--- src/rtl/wts_noise_register_4ch_pkg.sv ---
// Register map constants and FSM state type shared by the noise register file
// and its per-channel byte registers.
package wts_noise_regmap;

  localparam logic [3:0] ADDR_CH_A      = 4'h0;
  localparam logic [3:0] ADDR_CH_E      = 4'h4;
  localparam logic [3:0] ADDR_FREQ_BASE = 4'h5;
  localparam logic [3:0] ADDR_FREQ_LAST = 4'h8;

  localparam int BIT_EN1     = 7;
  localparam int BIT_SEL1_HI = 5;
  localparam int BIT_SEL1_LO = 4;
  localparam int BIT_EN0     = 3;
  localparam int BIT_SEL0_HI = 1;
  localparam int BIT_SEL0_LO = 0;

  // Bits 6 and 2 of a channel byte are not stored and read back as 0.
  localparam logic [7:0] CH_MASK     = 8'hBB;
  localparam logic [7:0] UNMAPPED_RD = 8'hFF;
  localparam logic [2:0] CPU_SLOT    = 3'd5;

  typedef enum logic {
    ST_IDLE    = 1'b0,
    ST_PENDING = 1'b1
  } state_e;

endpackage

--- src/rtl/wts_noise_register_4ch_if.sv ---
// CPU request/response bus of the noise register file.
// Handshake: a request (wrreq or rdreq) is taken only in a cycle where busy is 0;
// busy stays 1 until the request commits in a CPU slot, and a read completes with
// a single-cycle rddata_en pulse while rddata holds the value.
interface wts_noise_register_4ch_if;
  logic       wrreq;
  logic       rdreq;
  logic [3:0] address;
  logic [7:0] wrdata;
  logic [7:0] rddata;
  logic       rddata_en;
  logic       busy;

  modport master (
    output wrreq, rdreq, address, wrdata,
    input  rddata, rddata_en, busy
  );

  modport slave (
    input  wrreq, rdreq, address, wrdata,
    output rddata, rddata_en, busy
  );
endinterface

--- src/rtl/wts_noise_register_4ch_channel_reg.sv ---
// One channel byte (enable/select pairs for noise outputs 0 and 1).
module wts_noise_channel_reg
  import wts_noise_regmap::*;
(
  input  logic       clk,
  input  logic       reset,
  input  logic       we_i,
  input  logic [7:0] wdata_i,
  output logic [7:0] rd_byte_o,
  output logic       en0_o,
  output logic [1:0] sel0_o,
  output logic       en1_o,
  output logic [1:0] sel1_o
);

  logic [7:0] byte_q, byte_d;

  always_comb begin
    byte_d = byte_q;
    if (we_i) byte_d = wdata_i & CH_MASK;
  end

  always_ff @(posedge clk) begin
    if (reset) byte_q <= '0;
    else       byte_q <= byte_d;
  end

  assign rd_byte_o = byte_q;
  assign en0_o     = byte_q[BIT_EN0];
  assign sel0_o    = byte_q[BIT_SEL0_HI:BIT_SEL0_LO];
  assign en1_o     = byte_q[BIT_EN1];
  assign sel1_o    = byte_q[BIT_SEL1_HI:BIT_SEL1_LO];

endmodule

--- src/rtl/wts_noise_register_4ch.sv ---
// CPU-side register file for the 4-channel noise generator; one-deep request
// buffer that commits only in the CPU slot so noise settings never change mid-slot.
module wts_noise_register_4ch
  import wts_noise_regmap::*;
(
  input  logic       clk,
  input  logic       reset,
  input  logic [2:0] active,
  wts_noise_register_4ch_if.slave cpu,
  output state_e     state_dbg,
  output logic       reg_noise_enable_a0, reg_noise_enable_a1,
  output logic       reg_noise_enable_b0, reg_noise_enable_b1,
  output logic       reg_noise_enable_c0, reg_noise_enable_c1,
  output logic       reg_noise_enable_d0, reg_noise_enable_d1,
  output logic       reg_noise_enable_e0, reg_noise_enable_e1,
  output logic [1:0] reg_noise_sel_a0, reg_noise_sel_a1,
  output logic [1:0] reg_noise_sel_b0, reg_noise_sel_b1,
  output logic [1:0] reg_noise_sel_c0, reg_noise_sel_c1,
  output logic [1:0] reg_noise_sel_d0, reg_noise_sel_d1,
  output logic [1:0] reg_noise_sel_e0, reg_noise_sel_e1,
  output logic [4:0] reg_noise_frequency0, reg_noise_frequency1,
  output logic [4:0] reg_noise_frequency2, reg_noise_frequency3
);

  state_e     state_q, state_d;
  logic       capture, commit;
  logic [3:0] pend_addr_q;
  logic [7:0] pend_data_q;
  logic       pend_wr_q;
  logic [7:0] rddata_q;
  logic       rddata_en_q;
  logic [4:0] freq_q [4];
  logic [7:0] rd_val;

  logic [4:0] ch_we;
  logic [7:0] ch_byte [5];
  logic [4:0] en0_w, en1_w;
  logic [1:0] sel0_w [5];
  logic [1:0] sel1_w [5];

  always_ff @(posedge clk) begin
    if (reset) state_q <= ST_IDLE;
    else       state_q <= state_d;
  end

  // A capture never commits in its own cycle: commit is only decoded in PENDING.
  always_comb begin
    state_d = state_q;
    capture = 1'b0;
    commit  = 1'b0;
    case (state_q)
      ST_IDLE: begin
        if (cpu.wrreq || cpu.rdreq) begin
          capture = 1'b1;
          state_d = ST_PENDING;
        end
      end
      ST_PENDING: begin
        if (active == CPU_SLOT) begin
          commit  = 1'b1;
          state_d = ST_IDLE;
        end
      end
      default: state_d = ST_IDLE;
    endcase
  end

  always_comb begin
    rd_val = UNMAPPED_RD;
    case (pend_addr_q)
      4'h0: rd_val = ch_byte[0];
      4'h1: rd_val = ch_byte[1];
      4'h2: rd_val = ch_byte[2];
      4'h3: rd_val = ch_byte[3];
      4'h4: rd_val = ch_byte[4];
      4'h5: rd_val = {3'b000, freq_q[0]};
      4'h6: rd_val = {3'b000, freq_q[1]};
      4'h7: rd_val = {3'b000, freq_q[2]};
      4'h8: rd_val = {3'b000, freq_q[3]};
      default: rd_val = UNMAPPED_RD;
    endcase
  end

  always_ff @(posedge clk) begin
    if (reset) begin
      pend_addr_q <= '0;
      pend_data_q <= '0;
      pend_wr_q   <= 1'b0;
      rddata_q    <= '0;
      rddata_en_q <= 1'b0;
      for (int i = 0; i < 4; i++) freq_q[i] <= '0;
    end else begin
      rddata_en_q <= 1'b0;
      // Write wins when both requests arrive together.
      if (capture) begin
        pend_addr_q <= cpu.address;
        pend_data_q <= cpu.wrdata;
        pend_wr_q   <= cpu.wrreq;
      end
      if (commit && pend_wr_q) begin
        case (pend_addr_q)
          4'h5: freq_q[0] <= pend_data_q[4:0];
          4'h6: freq_q[1] <= pend_data_q[4:0];
          4'h7: freq_q[2] <= pend_data_q[4:0];
          4'h8: freq_q[3] <= pend_data_q[4:0];
          default: ;
        endcase
      end
      if (commit && !pend_wr_q) begin
        rddata_q    <= rd_val;
        rddata_en_q <= 1'b1;
      end
    end
  end

  for (genvar g = 0; g < 5; g++) begin : g_ch
    assign ch_we[g] = commit && pend_wr_q && (pend_addr_q == (ADDR_CH_A + 4'(g)));
    wts_noise_channel_reg u_ch (
      .clk       (clk),
      .reset     (reset),
      .we_i      (ch_we[g]),
      .wdata_i   (pend_data_q),
      .rd_byte_o (ch_byte[g]),
      .en0_o     (en0_w[g]),
      .sel0_o    (sel0_w[g]),
      .en1_o     (en1_w[g]),
      .sel1_o    (sel1_w[g])
    );
  end

  assign cpu.rddata    = rddata_q;
  assign cpu.rddata_en = rddata_en_q;
  assign cpu.busy      = (state_q == ST_PENDING);
  assign state_dbg     = state_q;

  assign reg_noise_enable_a0 = en0_w[0];
  assign reg_noise_enable_a1 = en1_w[0];
  assign reg_noise_enable_b0 = en0_w[1];
  assign reg_noise_enable_b1 = en1_w[1];
  assign reg_noise_enable_c0 = en0_w[2];
  assign reg_noise_enable_c1 = en1_w[2];
  assign reg_noise_enable_d0 = en0_w[3];
  assign reg_noise_enable_d1 = en1_w[3];
  assign reg_noise_enable_e0 = en0_w[4];
  assign reg_noise_enable_e1 = en1_w[4];
  assign reg_noise_sel_a0    = sel0_w[0];
  assign reg_noise_sel_a1    = sel1_w[0];
  assign reg_noise_sel_b0    = sel0_w[1];
  assign reg_noise_sel_b1    = sel1_w[1];
  assign reg_noise_sel_c0    = sel0_w[2];
  assign reg_noise_sel_c1    = sel1_w[2];
  assign reg_noise_sel_d0    = sel0_w[3];
  assign reg_noise_sel_d1    = sel1_w[3];
  assign reg_noise_sel_e0    = sel0_w[4];
  assign reg_noise_sel_e1    = sel1_w[4];

  assign reg_noise_frequency0 = freq_q[0];
  assign reg_noise_frequency1 = freq_q[1];
  assign reg_noise_frequency2 = freq_q[2];
  assign reg_noise_frequency3 = freq_q[3];

endmodule

--- src/flat_wrapper.sv ---
// flat-port wrapper written by rule: the top's interface ports become plain ports
module wts_noise_register_4ch_flat import wts_noise_regmap::*;
  (clk, reset, active, state_dbg, reg_noise_enable_a0, reg_noise_enable_a1, reg_noise_enable_b0, reg_noise_enable_b1, reg_noise_enable_c0, reg_noise_enable_c1, reg_noise_enable_d0, reg_noise_enable_d1, reg_noise_enable_e0, reg_noise_enable_e1, reg_noise_sel_a0, reg_noise_sel_a1, reg_noise_sel_b0, reg_noise_sel_b1, reg_noise_sel_c0, reg_noise_sel_c1, reg_noise_sel_d0, reg_noise_sel_d1, reg_noise_sel_e0, reg_noise_sel_e1, reg_noise_frequency0, reg_noise_frequency1, reg_noise_frequency2, reg_noise_frequency3, cpu_wrreq, cpu_rdreq, cpu_address, cpu_wrdata, cpu_rddata, cpu_rddata_en, cpu_busy);
  wts_noise_register_4ch_if cpu_i ();
  input  logic clk;
  input  logic reset;
  input  logic [2:0] active;
  output state_e state_dbg;
  output logic reg_noise_enable_a0;
  output logic reg_noise_enable_a1;
  output logic reg_noise_enable_b0;
  output logic reg_noise_enable_b1;
  output logic reg_noise_enable_c0;
  output logic reg_noise_enable_c1;
  output logic reg_noise_enable_d0;
  output logic reg_noise_enable_d1;
  output logic reg_noise_enable_e0;
  output logic reg_noise_enable_e1;
  output logic [1:0] reg_noise_sel_a0;
  output logic [1:0] reg_noise_sel_a1;
  output logic [1:0] reg_noise_sel_b0;
  output logic [1:0] reg_noise_sel_b1;
  output logic [1:0] reg_noise_sel_c0;
  output logic [1:0] reg_noise_sel_c1;
  output logic [1:0] reg_noise_sel_d0;
  output logic [1:0] reg_noise_sel_d1;
  output logic [1:0] reg_noise_sel_e0;
  output logic [1:0] reg_noise_sel_e1;
  output logic [4:0] reg_noise_frequency0;
  output logic [4:0] reg_noise_frequency1;
  output logic [4:0] reg_noise_frequency2;
  output logic [4:0] reg_noise_frequency3;
  input wire logic [$bits(cpu_i.wrreq)-1:0] cpu_wrreq;
  input wire logic [$bits(cpu_i.rdreq)-1:0] cpu_rdreq;
  input wire logic [$bits(cpu_i.address)-1:0] cpu_address;
  input wire logic [$bits(cpu_i.wrdata)-1:0] cpu_wrdata;
  output wire logic [$bits(cpu_i.rddata)-1:0] cpu_rddata;
  output wire logic [$bits(cpu_i.rddata_en)-1:0] cpu_rddata_en;
  output wire logic [$bits(cpu_i.busy)-1:0] cpu_busy;
  assign cpu_i.wrreq = cpu_wrreq;
  assign cpu_i.rdreq = cpu_rdreq;
  assign cpu_i.address = cpu_address;
  assign cpu_i.wrdata = cpu_wrdata;
  assign cpu_rddata = cpu_i.rddata;
  assign cpu_rddata_en = cpu_i.rddata_en;
  assign cpu_busy = cpu_i.busy;
  wts_noise_register_4ch u_core (.clk(clk), .reset(reset), .active(active), .cpu(cpu_i), .state_dbg(state_dbg), .reg_noise_enable_a0(reg_noise_enable_a0), .reg_noise_enable_a1(reg_noise_enable_a1), .reg_noise_enable_b0(reg_noise_enable_b0), .reg_noise_enable_b1(reg_noise_enable_b1), .reg_noise_enable_c0(reg_noise_enable_c0), .reg_noise_enable_c1(reg_noise_enable_c1), .reg_noise_enable_d0(reg_noise_enable_d0), .reg_noise_enable_d1(reg_noise_enable_d1), .reg_noise_enable_e0(reg_noise_enable_e0), .reg_noise_enable_e1(reg_noise_enable_e1), .reg_noise_sel_a0(reg_noise_sel_a0), .reg_noise_sel_a1(reg_noise_sel_a1), .reg_noise_sel_b0(reg_noise_sel_b0), .reg_noise_sel_b1(reg_noise_sel_b1), .reg_noise_sel_c0(reg_noise_sel_c0), .reg_noise_sel_c1(reg_noise_sel_c1), .reg_noise_sel_d0(reg_noise_sel_d0), .reg_noise_sel_d1(reg_noise_sel_d1), .reg_noise_sel_e0(reg_noise_sel_e0), .reg_noise_sel_e1(reg_noise_sel_e1), .reg_noise_frequency0(reg_noise_frequency0), .reg_noise_frequency1(reg_noise_frequency1), .reg_noise_frequency2(reg_noise_frequency2), .reg_noise_frequency3(reg_noise_frequency3));
endmodule
--- config.mk ---
export PLATFORM = sky130hd
export DESIGN_NAME = wts_noise_register_4ch_flat
export DESIGN_NICKNAME = d
export VERILOG_FILES = /design/src/rtl/wts_noise_register_4ch_pkg.sv /design/src/rtl/wts_noise_register_4ch_if.sv /design/src/rtl/wts_noise_register_4ch_channel_reg.sv /design/src/rtl/wts_noise_register_4ch.sv /design/src/flat_wrapper.sv
export SDC_FILE = /design/constraint.sdc
export NUM_CORES = 1
export LEC_CHECK = 0
export ABC_AREA = 1
export BUFFER_PORTS_ARGS = -buffer_cell sky130_fd_sc_hd__buf_2
export CORE_ASPECT_RATIO = 0.7
export CORE_MARGIN = 5
export CORE_UTILIZATION = 45
export DETAILED_ROUTE_END_ITERATION = 6
export PLACE_DENSITY = 0.73
export SLEW_MARGIN = 20
export SYNTH_ARGS = -nofsm -noshare
export SYNTH_HDL_FRONTEND = slang
export SYNTH_SLANG_ARGS = --single-unit
--- constraint.sdc ---
create_clock -name clk -period 4.41 [get_ports clk]
set_input_delay 0.6615 -clock clk [delete_from_list [all_inputs] [get_ports clk]]
set_output_delay 0.6615 -clock clk [all_outputs]
set_load 0.02 [all_outputs]
Yosys cells after proc, flatten, opt, wreduce, memory -nomap -nowiden --
Memory sizes are Yosys's and may differ from the RTL's. Cells that the tools add are included. W data, S select, Z words.
Storage, ports and cells: register bits 53, bits in writable memories 20, output and inout bits 61, logic and storage cells 66, memories kept 1
Operators by class: eq/ne operators 9, multiplexer cells 30, bitwise logic cells 5, reduce and logical (&&, ||, !) cells 10
Memories:
- u_core.freq_q | words 4, bits a word 5, read ports 4, clocked after memory_dff 0, write ports 4, RTL line wts_noise_register_4ch.sv:32 | logic [4:0] freq_q [4];
Operator list (number):
- $pmux W8 S9 | 1
- $mux W1 | 24
- $mux W5 | 4
- $eq A4 B3 Y1 const B | 4
- $eq A4 B2 Y1 const B | 2
- $logic_and A1 B1 Y1 | 7
- $eq A4 B1 Y1 const B | 1
- $eq A4 B4 Y1 const B | 1
- $logic_not A4 Y1 | 1
- $or A1 B1 Y1 | 4
- $eq A3 B3 Y1 const B | 1
- $pmux W1 S2 | 1
- $logic_not A1 Y1 | 1
- $logic_or A1 B1 Y1 | 1
- $not A1 Y1 | 1

Longest topological paths before layout --
Gate-level depths: netlist (run 1).
depth after elaboration 8, depth in mapped cells 9, depth with buffers taken out 9

Hierarchy --
From an unflattened synthesis (run 1), not the netlist that was laid out.
Unflattened totals: cell total of the unflattened synthesis 534, area total of the unflattened synthesis 3806.2 um2
By module, submodules not included:
- wts_noise_register_4ch | instances 1, cells an instance 299, area an instance 2248.4 um2, seq. area each 1061.0 um2
- wts_noise_channel_reg | instances 5, cells an instance 47, area an instance 311.5 um2, seq. area each 120.1 um2

Worst setup path before layout (run 1) --
No wires, ideal clock.
kind input port to flip-flop, start input active[0], end memory u_core.freq_q[3][0], enable pin, data arrival time 1.668 ns, path slack 2.368 ns, stages on the path 7, path through nand2_2 inv_2 nand3_4 nor2_8 buf_6 inv_1 o21ai_0
RTL lines:
- start, declared | RTL line flat_wrapper.sv:7 | input logic [2:0] active;
- end, declared | RTL line wts_noise_register_4ch.sv:32

==> results of run 1 <==
power by group through the flow:
stage / Combinational, mW / Sequential, mW / Clock, mW
floorplan: 0.0840 / 0.743 / 0
global placement: 0.132 / 0.738 / 0
detailed placement: 0.135 / 0.738 / 0
CTS: 0.135 / 0.723 / 0.509
global route: 0.151 / 0.726 / 0.537
finish: 0.135 / 0.723 / 0.507
state kept, by name, summed over array words and instances (netlist names):
signal / flops
u_core.pend_data_q: 7
u_core.g_ch.u_ch.rd_byte_o: 30
u_core.pend_addr_q: 4
u_core.freq_q: 20
u_core.cpu.rddata: 8
u_core.cpu.rddata_en: 1
u_core.pend_wr_q: 1
u_core.cpu.busy: 1
worst reg2reg max path, stage by stage (launching register included):
cell,delay (ns)
sky130_fd_sc_hd__dfxtp_1,0.38
sky130_fd_sc_hd__nor2_1,0.73
sky130_fd_sc_hd__nand3_1,0.44
sky130_fd_sc_hd__o21ai_0,0.71
cell type report:
type / count / share of cell area
flip-flops and latches: 72 / 0.424
multi-input cells: 288 / 0.354
clock buffers: 9 / 0.0320
well taps: 94 / 0.0304
clock inverters: 7 / 0.0161
inverters: 37 / 0.0388
repair buffers: 80 / 0.105
cells by family after synthesis:
kind of cell    synth area share
buf+inv                   0.0681
simple gates               0.319
compound gates             0.105
flops                      0.508
path summary, 6_finish.rpt:
path                                         start                          endpoint  slack, ns  cells past startpoint
hold / removal                               reset              u_core.cpu.rddata_en       0.48                      2
hold reg to reg   u_core.g_ch[3].u_ch.rd_byte_o[5]  u_core.g_ch[3].u_ch.rd_byte_o[5]       0.51                      2
setup / recovery             u_core.pend_addr_q[0]               u_core.freq_q[3][0]       1.78                      3
setup reg to reg             u_core.pend_addr_q[0]               u_core.freq_q[3][0]       1.78                      3
synthesized netlist by cell type, types with 2 or more instances:
cell type and n:
sky130_fd_sc_hd__nor2_1 112, sky130_fd_sc_hd__dfxtp_1 52, sky130_fd_sc_hd__nand2_1 50, sky130_fd_sc_hd__nand3_1 40, sky130_fd_sc_hd__o21ai_1 26, sky130_fd_sc_hd__inv_1 23, sky130_fd_sc_hd__edfxtp_1 20, sky130_fd_sc_hd__o21ai_0 20
sky130_fd_sc_hd__a21oi_1 12, sky130_fd_sc_hd__inv_2 11, sky130_fd_sc_hd__clkbuf_1 7, sky130_fd_sc_hd__buf_2 5, sky130_fd_sc_hd__nand2_2 4, sky130_fd_sc_hd__nand2_4 4, sky130_fd_sc_hd__nand3_2 4, sky130_fd_sc_hd__o21a_1 4
sky130_fd_sc_hd__clkinv_4 2, sky130_fd_sc_hd__nor2_4 2, sky130_fd_sc_hd__nor3_2 2, sky130_fd_sc_hd__o211a_1 2
metal layers:
layer	track usage	wire length (um)	vias to the layer above
li1	-	-	1491
met1	0.284	4200	1311
met2	0.298	3540	130
met3	0.0692	844	11
met4	0.0510	84	0
met5	0	0	-
==> results.rst, run 1 <==
.. list-table::
   :header-rows: 1

   * - Metric
     - Value
   * - Outcome
     - finished clean
   * - Post-Layout Inst Area
     - 3870 um^2
   * - Maximum capacitance violations
     - 0
   * - Worst hold slack
     - 0.484 ns
   * - Worst-path cell chain
     - nor2_1, nand3_1, o21ai_0
   * - FMAX
     - 380 MHz
   * - Count of unresolved DRC violations after routing
     - 0
   * - Setup slack after layout
     - 1.78 ns
   * - Synth top area share
     - 0.322
   * - DR vias/cell
     - 5.01
   * - Part of the Yosys area used for sequential elements
     - 0.508
   * - Critical Path Slowest Stage Cell
     - sky130_fd_sc_hd__nor2_1
   * - Switching Fraction
     - 0.275
   * - Cell chosen for the clock root
     - sky130_fd_sc_hd__clkbuf_8
   * - Post-synthesis net count
     - 430
   * - Library cell occupying the most area in the post-synthesis netlist
     - sky130_fd_sc_hd__dfxtp_1
   * - Worst skew pair latency
     - 0.36 ns
   * - Startpoint type of the worst setup path
     - register
   * - Final Hold Fails
     - 0
   * - Die area
     - 9010 um^2
   * - Post-Syn Area
     - 3230 um^2
   * - Final setup violation count
     - 0
   * - Post-cts resize count
     - 0
   * - Crit path DAT
     - 2.62 ns
   * - Pin count of the biggest net entering global routing
     - 40
   * - Share of final-layout standard cells stronger than drive strength 1
     - 0.260
   * - Final standard cell count with taps included and fillers excluded
     - 587
   * - Wire per inst
     - 14.8 um
   * - Starting density of the core
     - 0.470
   * - Gate Count Post-Synth
     - 411
   * - Share of power burned in the clock network
     - 0.371
   * - Input/output buffers
     - 78
   * - Storage cell area
     - 1640 um^2
   * - Most frequent standard cell in the layout excluding fill and tap cells
     - sky130_fd_sc_hd__nor2_1
   * - Count of boundary I/O pins
     - 80
   * - Most used DFF post-synth
     - sky130_fd_sc_hd__dfxtp_1
   * - Number of sinks handled by clock tree synthesis
     - 72
   * - Count of nets after finishing
     - 507
   * - Number of nets with antenna violations after routing
     - 0
   * - Leakage power
     - 1.85 nW
   * - Routability congestion estimate from global placement
     - 0.863
   * - Final worst clock skew
     - 0.00350 ns
   * - First-pass GRT wire length
     - 14.1 mm
   * - Rows
     - 25
   * - RSZ-0062 raised after global routing
     - false
   * - Vias in the first global route
     - 2,700
   * - Setup TNS
     - 0 ns
   * - PnR Total Power
     - 1.37 mW
   * - H-tree lvl count
     - 3
   * - Shortest clock period the worst path allows after layout
     - 2.63 ns
   * - Largest buffer count on any clock path
     - 2
   * - Number of antenna cells inserted
     - 0
   * - Total number of yosys warnings
     - 0
   * - Synthesized area per cell
     - 7.87 um^2
   * - Number of flip-flops and latches in the synthesized netlist
     - 72
   * - Multi-input gate area
     - 1370 um^2
   * - Area post-placement
     - 3690 um^2
   * - Worst path max stage delay
     - 0.73 ns
   * - Type of the worst setup path
     - reg -> reg
   * - Initial antenna violation count
     - 0
   * - Switch Pwr
     - 0.376 mW
   * - Worst supply voltage drop on vdd
     - 0.000192 V
   * - Worst path bufs/invs
     - 0
   * - Part of the total power dissipated in combinational logic
     - 0.099
   * - Clock-pin slew of the registers on the worst-case setup and hold paths
     - 0.07 ns
   * - Count of hold buffers inserted by post-cts repair
     - 0
   * - Number of DRC violations after detailed-routing iteration 0
     - 219
   * - Share of the core filled with cells
     - 0.563
   * - Detailed Place HPWL
     - 6.47 mm
   * - Share of the clock period used by the worst path after layout
     - 0.596
   * - Dpl cells
     - 571
   * - Fill cell count
     - 663
   * - Post-CTS Setup Repair Bufs
     - 0
   * - Die height
     - 80.9 um
   * - Largest cells by area after synthesis
     - sky130_fd_sc_hd__dfxtp_1, sky130_fd_sc_hd__edfxtp_1, sky130_fd_sc_hd__nor2_1, sky130_fd_sc_hd__nand3_1, sky130_fd_sc_hd__nand2_1
   * - Slew headroom
     - 0.386
   * - CTS tree
     - built
   * - Endpoint kind of the worst setup timing path
     - register
   * - Final-report max-slew violation count
     - 0
   * - Area Overhead vs Synth
     - 19.8%
   * - Number of flops mapped to enable cells by yosys
     - 20
   * - Clock buffers created by TritonCTS
     - 9
   * - Type of the worst min-delay path
     - in -> reg
   * - Synth async-reset ratio
     - 0
   * - Leading cell types in the layout, fill and taps excluded
     - sky130_fd_sc_hd__nor2_1, sky130_fd_sc_hd__buf_2, sky130_fd_sc_hd__dfxtp_1
   * - Slew at the pin closest to its max-slew limit
     - 0.918 ns
   * - Cell family with most CP delay
     - simple AND/OR/NAND/NOR gates
   * - Detailed-route via count
     - 2,943
   * - Sequential group share of total power
     - 0.530
   * - Overflow left after global routing
     - 0
   * - Number of different library cells in the post-synthesis netlist
     - 29
   * - Required time at the endpoint of the critical path
     - 4.40 ns
   * - CORE AREA
     - 6880 um^2
   * - Internal power consumption
     - 0.990 mW
   * - Worst setup slack after placement
     - 1.88 ns
   * - Total global-route track usage
     - 0.201
   * - Wire length after detailed routing
     - 8.67 mm
   * - Power density over the cells
     - 353 nW/um^2
   * - Largest fanout on the critical path
     - 13
   * - Pre-Repair DR Iteration Count
     - 5
   * - Die outline width
     - 111 um
(Power assumes the default switching activity.)
==> inputs of run 2 (changes only) <==
Settings changed: ABC_AREA 1 to 0.
Clock period 4.41 ns to 2.6 ns, I/O delays scaled along.
==> results.rst, run 2 <==
.. list-table::
   :header-rows: 1

   * - Metric
     - Value
   * - Final worst clock skew
     - 0.00923 ns (was 0.00350 ns)
   * - Part of the Yosys area used for sequential elements
     - 0.508 (unchanged)
   * - Share of power burned in the clock network
     - 0.351 (was 0.371)
   * - Most common cell in the synthesized netlist
     - sky130_fd_sc_hd__dfxtp_1 (was sky130_fd_sc_hd__nor2_1)
   * - Vias in the first global route
     - 2,426 (was 2,700)
   * - Rows
     - 25 (unchanged)
   * - FMAX
     - 479 MHz (was 380 MHz)
   * - Synthesized area per cell
     - 10.5 um^2 (was 7.87 um^2)
   * - Worst skew pair latency
     - 0.35 ns (was 0.36 ns)
   * - Largest buffer count on any clock path
     - 2 (unchanged)
   * - Post-cts resize count
     - 0 (unchanged)
   * - Largest cells by area after synthesis
     - sky130_fd_sc_hd__dfxtp_1, sky130_fd_sc_hd__edfxtp_1, sky130_fd_sc_hd__mux2i_1, sky130_fd_sc_hd__nor2_1, sky130_fd_sc_hd__and2_1 (was sky130_fd_sc_hd__dfxtp_1, sky130_fd_sc_hd__edfxtp_1, sky130_fd_sc_hd__nor2_1, sky130_fd_sc_hd__nand3_1, sky130_fd_sc_hd__nand2_1)
   * - Die outline width
     - 111 um (unchanged)
   * - PnR Total Power
     - 2.19 mW (was 1.37 mW)
   * - Slew at the pin closest to its max-slew limit
     - 0.752 ns (was 0.918 ns)
   * - Count of boundary I/O pins
     - 80 (unchanged)
   * - Routability congestion estimate from global placement
     - 0.853 (was 0.863)
   * - Type of the worst min-delay path
     - in -> reg (unchanged)
   * - Worst supply voltage drop on vdd
     - 0.000348 V (was 0.000192 V)
   * - Final setup violation count
     - 0 (unchanged)
   * - Part of the total power dissipated in combinational logic
     - 0.090 (was 0.099)
   * - Internal power consumption
     - 1.59 mW (was 0.990 mW)
   * - Fill cell count
     - 642 (was 663)
   * - Starting density of the core
     - 0.470 (unchanged)
   * - Count of hold buffers inserted by post-cts repair
     - 0 (unchanged)
   * - Synth async-reset ratio
     - 0 (unchanged)
   * - Post-Syn Area
     - 3230 um^2 (unchanged)
   * - Gate Count Post-Synth
     - 309 (was 411)
   * - Count of nets after finishing
     - 400 (was 507)
   * - Endpoint kind of the worst setup timing path
     - register (unchanged)
   * - Most used DFF post-synth
     - sky130_fd_sc_hd__dfxtp_1 (unchanged)
   * - Final-report max-slew violation count
     - 0 (unchanged)
   * - Setup TNS
     - 0 ns (unchanged)
   * - First-pass GRT wire length
     - 13.4 mm (was 14.1 mm)
   * - Post-CTS Setup Repair Bufs
     - 0 (unchanged)
   * - Ranking of synthesized cells by instance count
     - sky130_fd_sc_hd__dfxtp_1, sky130_fd_sc_hd__nor2_1, sky130_fd_sc_hd__mux2i_1 (was sky130_fd_sc_hd__nor2_1, sky130_fd_sc_hd__dfxtp_1, sky130_fd_sc_hd__nand2_1)
   * - Most frequent standard cell in the layout excluding fill and tap cells
     - sky130_fd_sc_hd__buf_2 (was sky130_fd_sc_hd__nor2_1)
   * - Count of unresolved DRC violations after routing
     - 0 (unchanged)
   * - Startpoint type of the worst setup path
     - register (unchanged)
   * - RSZ-0062 raised after global routing
     - false (unchanged)
   * - Maximum capacitance violations
     - 0 (unchanged)
   * - Die height
     - 80.9 um (unchanged)
   * - DR vias/cell
     - 5.31 (was 5.01)
   * - Detailed-route via count
     - 2,548 (was 2,943)
   * - Leading cell types in the layout, fill and taps excluded
     - sky130_fd_sc_hd__buf_2, sky130_fd_sc_hd__dfxtp_1, sky130_fd_sc_hd__nor2_1 (was sky130_fd_sc_hd__nor2_1, sky130_fd_sc_hd__buf_2, sky130_fd_sc_hd__dfxtp_1)
   * - Area post-placement
     - 3660 um^2 (was 3690 um^2)
   * - Wire per inst
     - 17.4 um (was 14.8 um)
   * - Shortest clock period the worst path allows after layout
     - 2.09 ns (was 2.63 ns)
   * - Total number of yosys warnings
     - 0 (unchanged)
   * - Type of the worst setup path
     - reg -> reg (unchanged)
   * - Library cell occupying the most area in the post-synthesis netlist
     - sky130_fd_sc_hd__dfxtp_1 (unchanged)
   * - Required time at the endpoint of the critical path
     - 2.59 ns (was 4.40 ns)
   * - Power density over the cells
     - 572 nW/um^2 (was 353 nW/um^2)
   * - Sequential group share of total power
     - 0.558 (was 0.530)
   * - Number of DRC violations after detailed-routing iteration 0
     - 148 (was 219)
   * - Number of sinks handled by clock tree synthesis
     - 72 (unchanged)
   * - Area Overhead vs Synth
     - 18.4% (was 19.8%)
   * - Switch Pwr
     - 0.595 mW (was 0.376 mW)
   * - Synth top area share
     - 0.322 (unchanged)
   * - Cell chosen for the clock root
     - sky130_fd_sc_hd__clkbuf_8 (unchanged)
   * - Number of nets with antenna violations after routing
     - 0 (unchanged)
   * - Share of the core filled with cells
     - 0.556 (was 0.563)
   * - CTS tree
     - built (unchanged)
   * - H-tree lvl count
     - 3 (unchanged)
   * - Number of flip-flops and latches in the synthesized netlist
     - 72 (unchanged)
   * - Switching Fraction
     - 0.272 (was 0.275)
   * - Internal reg-to-reg setup slack
     - 0.51 ns (was 1.78 ns)
   * - Total global-route track usage
     - 0.193 (was 0.201)
   * - Crit path DAT
     - 2.08 ns (was 2.62 ns)
   * - Final Hold Fails
     - 0 (unchanged)
   * - Input/output buffers
     - 78 (unchanged)
   * - Detailed Place HPWL
     - 6.15 mm (was 6.47 mm)
   * - Clock-pin slew of the registers on the worst-case setup and hold paths
     - 0.08 ns (was 0.07 ns)
   * - Share of the clock period used by the worst path after layout
     - 0.803 (was 0.596)
   * - Die area
     - 9010 um^2 (unchanged)
   * - Number of flops mapped to enable cells by yosys
     - 20 (unchanged)
   * - Number of different library cells in the post-synthesis netlist
     - 45 (was 29)
   * - Leakage power
     - 1.80 nW (was 1.85 nW)
   * - Final standard cell count with taps included and fillers excluded
     - 480 (was 587)
   * - Slew headroom
     - 0.498 (was 0.386)
   * - Pre-Repair DR Iteration Count
     - 4 (was 5)
   * - Post-Layout Inst Area
     - 3830 um^2 (was 3870 um^2)
   * - Outcome
     - finished clean (unchanged)
   * - CORE AREA
     - 6880 um^2 (unchanged)
   * - Flip-flop count of the largest register after layout
     - 30 (unchanged)
   * - Post-synthesis net count
     - 328 (was 430)
   * - Largest fanout on the critical path
     - 17 (was 13)
   * - Number of antenna cells inserted
     - 0 (unchanged)
   * - Dpl cells
     - 464 (was 571)
   * - Initial antenna violation count
     - 0 (unchanged)
   * - Clock buffers created by TritonCTS
     - 9 (unchanged)
   * - Pin count of the biggest net entering global routing
     - 40 (unchanged)
   * - Wire length after detailed routing
     - 8.34 mm (was 8.67 mm)
   * - Share of final-layout standard cells stronger than drive strength 1
     - 0.306 (was 0.260)
   * - Overflow left after global routing
     - 0 (unchanged)
[run 2: cell type report]
| cell class | count | area, um^2 | area share |
|---|---|---|---|
| clock inverters | 7 | 48.8 | 0.0127 |
| clock buffers | 9 | 124 | 0.0324 |
| inverters | 1 | 3.75 | 0.000980 |
| flip-flops and latches | 72 | 1640 | 0.429 |
| well taps | 94 | 118 | 0.0307 |
| repair buffers | 84 | 435 | 0.114 |
| multi-input cells | 213 | 1460 | 0.381 |
[run 2: cells by family (layout without fill, tap and decap cells)]
kind of cell | Yosys count | count (layout) | synth area share
multiplexers | 38 | 38 | 0.131
AO/OA/AOI/OAI | 44 | 44 | 0.103
flip-flops | 72 | 72 | 0.508
AND/OR/NAND/NOR | 131 | 131 | 0.217
buffers and inverters | 24 | 101 | 0.0418
[run 2: power groups by stage]
| stage | registers [mW] | logic (mW) | clock network (mW) |
|---|---|---|---|
| 2_1_floorplan | 1.24 | 0.138 | 0 |
| 3_5_place_dp | 1.25 | 0.199 | 0 |
| 3_3_place_gp | 1.25 | 0.195 | 0 |
| 4_1_cts | 1.22 | 0.199 | 0.791 |
| 6_report | 1.22 | 0.198 | 0.769 |
| 5_1_grt | 1.23 | 0.217 | 0.841 |
[run 2: final timing paths]
path / endpoint / depth (start not counted) / from
max reg2reg: u_core.freq_q[1][2] / 3 / u_core.pend_addr_q[0]
min reg2reg: u_core.cpu.rddata[1] / 2 / u_core.cpu.rddata[1]
min: u_core.pend_addr_q[0] / 3 / cpu_address[0]
max: u_core.freq_q[1][2] / 3 / u_core.pend_addr_q[0]
[run 2: per-stage QoR]
step / setup slack, ns / hold WS (ns)
finish: 0.511 / 0.270
global route: 0.310 / 0.257
CTS: 0.477 / 0.253
detailed placement: 0.498 / 0.495
global placement: 0.535 / 0.483
floorplan: 0.925 / 0.457
[run 2: worst max-delay path, cell delays in order, from the launching register on]
cell                       delay, ns
sky130_fd_sc_hd__dfxtp_1        0.55
sky130_fd_sc_hd__nor2b_1        0.58
sky130_fd_sc_hd__nand2_1        0.15
sky130_fd_sc_hd__o21bai_1       0.44
[run 2: layer usage]
layer	vias up	global-route usage	part of all wire	wire length (um)
li1	1240	-	-	-
met1	1192	0.272	0.46	3820
met2	109	0.285	0.43	3560
met3	7	0.0648	0.11	895
met4	0	0.0510	0.0089	74
met5	-	0	0	0
==> inputs of run 3 (changes only) <==
Settings changed: ABC_AREA 0 to 1.
Clock period 2.6 ns to 2.05 ns, I/O delays scaled along.
==> results.rst, run 3 (synthesis gave the netlist of run 1 again) <==
.. list-table::
   :header-rows: 1

   * - Metric
     - Value
   * - Largest buffer count on any clock path
     - 2 (unchanged)
   * - Area post-placement
     - 3740 um^2 (was 3660 um^2)
   * - Post-Layout Inst Area
     - 3970 um^2 (was 3830 um^2)
   * - Initial antenna violation count
     - 0 (unchanged)
   * - Rows
     - 25 (unchanged)
   * - First-pass GRT wire length
     - 14.6 mm (was 13.4 mm)
   * - Setup TNS
     - 0 ns (unchanged)
   * - Flip-flop count of the largest register after layout
     - 30 (unchanged)
   * - Die outline width
     - 111 um (unchanged)
   * - Wire length after detailed routing
     - 9.06 mm (was 8.34 mm)
   * - Detailed-route via count
     - 3,006 (was 2,548)
   * - Type of the worst min-delay path
     - in -> reg (unchanged)
   * - Input/output buffers
     - 78 (unchanged)
   * - Count of nets after finishing
     - 512 (was 400)
   * - Number of antenna cells inserted
     - 0 (unchanged)
   * - Slew at the pin closest to its max-slew limit
     - 0.607 ns (was 0.752 ns)
   * - Power density over the cells
     - 806 nW/um^2 (was 572 nW/um^2)
   * - Cell chosen for the clock root
     - sky130_fd_sc_hd__clkbuf_8 (unchanged)
   * - Leading cell types in the layout, fill and taps excluded
     - sky130_fd_sc_hd__nor2_1, sky130_fd_sc_hd__buf_2, sky130_fd_sc_hd__dfxtp_1 (was sky130_fd_sc_hd__buf_2, sky130_fd_sc_hd__dfxtp_1, sky130_fd_sc_hd__nor2_1)
   * - Endpoint kind of the worst setup timing path
     - register (unchanged)
   * - Number of DRC violations after detailed-routing iteration 0
     - 237 (was 148)
   * - Vias in the first global route
     - 2,857 (was 2,426)
   * - RSZ-0062 raised after global routing
     - false (unchanged)
   * - Number of sinks handled by clock tree synthesis
     - 72 (unchanged)
   * - Worst setup slack after placement
     - 0.351 ns (was 0.498 ns)
   * - CORE AREA
     - 6880 um^2 (unchanged)
   * - Pre-Repair DR Iteration Count
     - 5 (was 4)
   * - Startpoint type of the worst setup path
     - register (unchanged)
   * - Area Overhead vs Synth
     - 22.8% (was 18.4%)
   * - Post-cts resize count
     - 0 (unchanged)
   * - Setup slack after layout
     - 0.350 ns (was 0.511 ns)
   * - Worst path max stage delay
     - 0.40 ns (was 0.58 ns)
   * - Detailed Place HPWL
     - 6.78 mm (was 6.15 mm)
   * - Final worst clock skew
     - 0.00542 ns (was 0.00923 ns)
   * - Final setup violation count
     - 0 (unchanged)
   * - Total global-route track usage
     - 0.208 (was 0.193)
   * - Post-CTS Setup Repair Bufs
     - 0 (unchanged)
   * - Worst-path cell chain
     - nand2_2, inv_2, nand3_4, nor2_8, inv_1, o21ai_0, buf_4 (was nor2b_1, nand2_1, o21bai_1)
   * - Shortest clock period the worst path allows after layout
     - 1.70 ns (was 2.09 ns)
   * - DR vias/cell
     - 5.08 (was 5.31)
   * - CTS tree
     - built (unchanged)
   * - Final-report max-slew violation count
     - 0 (unchanged)
   * - Share of the clock period used by the worst path after layout
     - 0.829 (was 0.803)
   * - Outcome
     - finished clean (unchanged)
   * - Share of final-layout standard cells stronger than drive strength 1
     - 0.267 (was 0.306)
   * - Clock-pin slew of the registers on the worst-case setup and hold paths
     - 0.08 ns (about the same)
   * - Overflow left after global routing
     - 0 (unchanged)
   * - Starting density of the core
     - 0.470 (unchanged)
   * - Maximum capacitance violations
     - 0 (unchanged)
   * - Worst path bufs/invs
     - 3 (was 0)
   * - Required time at the endpoint of the critical path
     - 2.12 ns (was 2.59 ns)
   * - Share of the core filled with cells
     - 0.577 (was 0.556)
   * - Crit path DAT
     - 1.77 ns (was 2.08 ns)
   * - Die area
     - 9010 um^2 (unchanged)
   * - Wire per inst
     - 15.3 um (was 17.4 um)
   * - Cell family with most CP delay
     - simple AND/OR/NAND/NOR gates (unchanged)
   * - Routability congestion estimate from global placement
     - 0.883 (was 0.853)
   * - Die height
     - 80.9 um (unchanged)
   * - Count of unresolved DRC violations after routing
     - 0 (unchanged)
   * - Count of hold buffers inserted by post-cts repair
     - 0 (unchanged)
   * - Most frequent standard cell in the layout excluding fill and tap cells
     - sky130_fd_sc_hd__nor2_1 (was sky130_fd_sc_hd__buf_2)
   * - Number of nets with antenna violations after routing
     - 0 (unchanged)
   * - Pin count of the biggest net entering global routing
     - 42 (was 40)
   * - Slew headroom
     - 0.595 (was 0.498)
   * - Worst supply voltage drop on vdd
     - 0.000341 V (was 0.000348 V)
   * - H-tree lvl count
     - 3 (unchanged)
   * - Type of the worst setup path
     - reg -> reg (unchanged)
   * - FMAX
     - 588 MHz (was 479 MHz)
   * - Critical Path Slowest Stage Cell
     - sky130_fd_sc_hd__dfxtp_1 (was sky130_fd_sc_hd__nor2b_1)
   * - Leakage power
     - 1.91 nW (was 1.80 nW)
   * - Clock buffers created by TritonCTS
     - 9 (unchanged)
   * - Worst skew pair latency
     - 0.35 ns (about the same)
   * - Count of boundary I/O pins
     - 80 (unchanged)
   * - Final Hold Fails
     - 0 (unchanged)
   * - Largest fanout on the critical path
     - 13 (was 17)
==> run 3: worst paths after layout <==
path         slack, ns                             start  cells after the start                          endpoint
max               0.35                   u_core.cpu.busy                      7               u_core.freq_q[3][3]
min               0.13                             reset                      2              u_core.cpu.rddata_en
max reg2reg       0.35                   u_core.cpu.busy                      7               u_core.freq_q[3][3]
min reg2reg       0.51  u_core.g_ch[2].u_ch.rd_byte_o[7]                      2  u_core.g_ch[2].u_ch.rd_byte_o[7]
==> run 3: final cells by class <==
class | instances | area, um^2
fill | 670 | 2910
inverter | 37 | 150
multi-input combinational | 288 | 1370
timing repair buffer | 85 | 455
tap | 94 | 118
clock buffer | 10 | 128
clock inverter | 6 | 108
sequential | 72 | 1640
==> run 3: per-stage QoR <==
stage / hold WS [ns] / total power, mW / cells
5_1_grt: 0.119 / 3.34 / 592
6_report: 0.132 / 3.20 / 592
2_1_floorplan: 0.384 / 1.78 / 411
3_5_place_dp: 0.497 / 1.90 / 576
4_1_cts: 0.123 / 3.22 / 592
3_3_place_gp: 0.482 / 1.89 / 576
==> run 3: layer usage <==
layer | part of all wire | track usage | vias up
met2 | 0.43 | 0.316 | 142
met3 | 0.10 | 0.0581 | 14
li1 | - | - | 1495
met4 | 0.016 | 0.0729 | 0
met5 | 0 | 0 | -
met1 | 0.45 | 0.287 | 1355
==> run 3: power breakdown <==
group          switching [mW]  total [mW]  leakage (nW)  internal [mW]
sequential             0.0561        1.56         0.628           1.50
combinational           0.219       0.310          1.17         0.0911
clock                   0.530        1.33         0.118          0.805
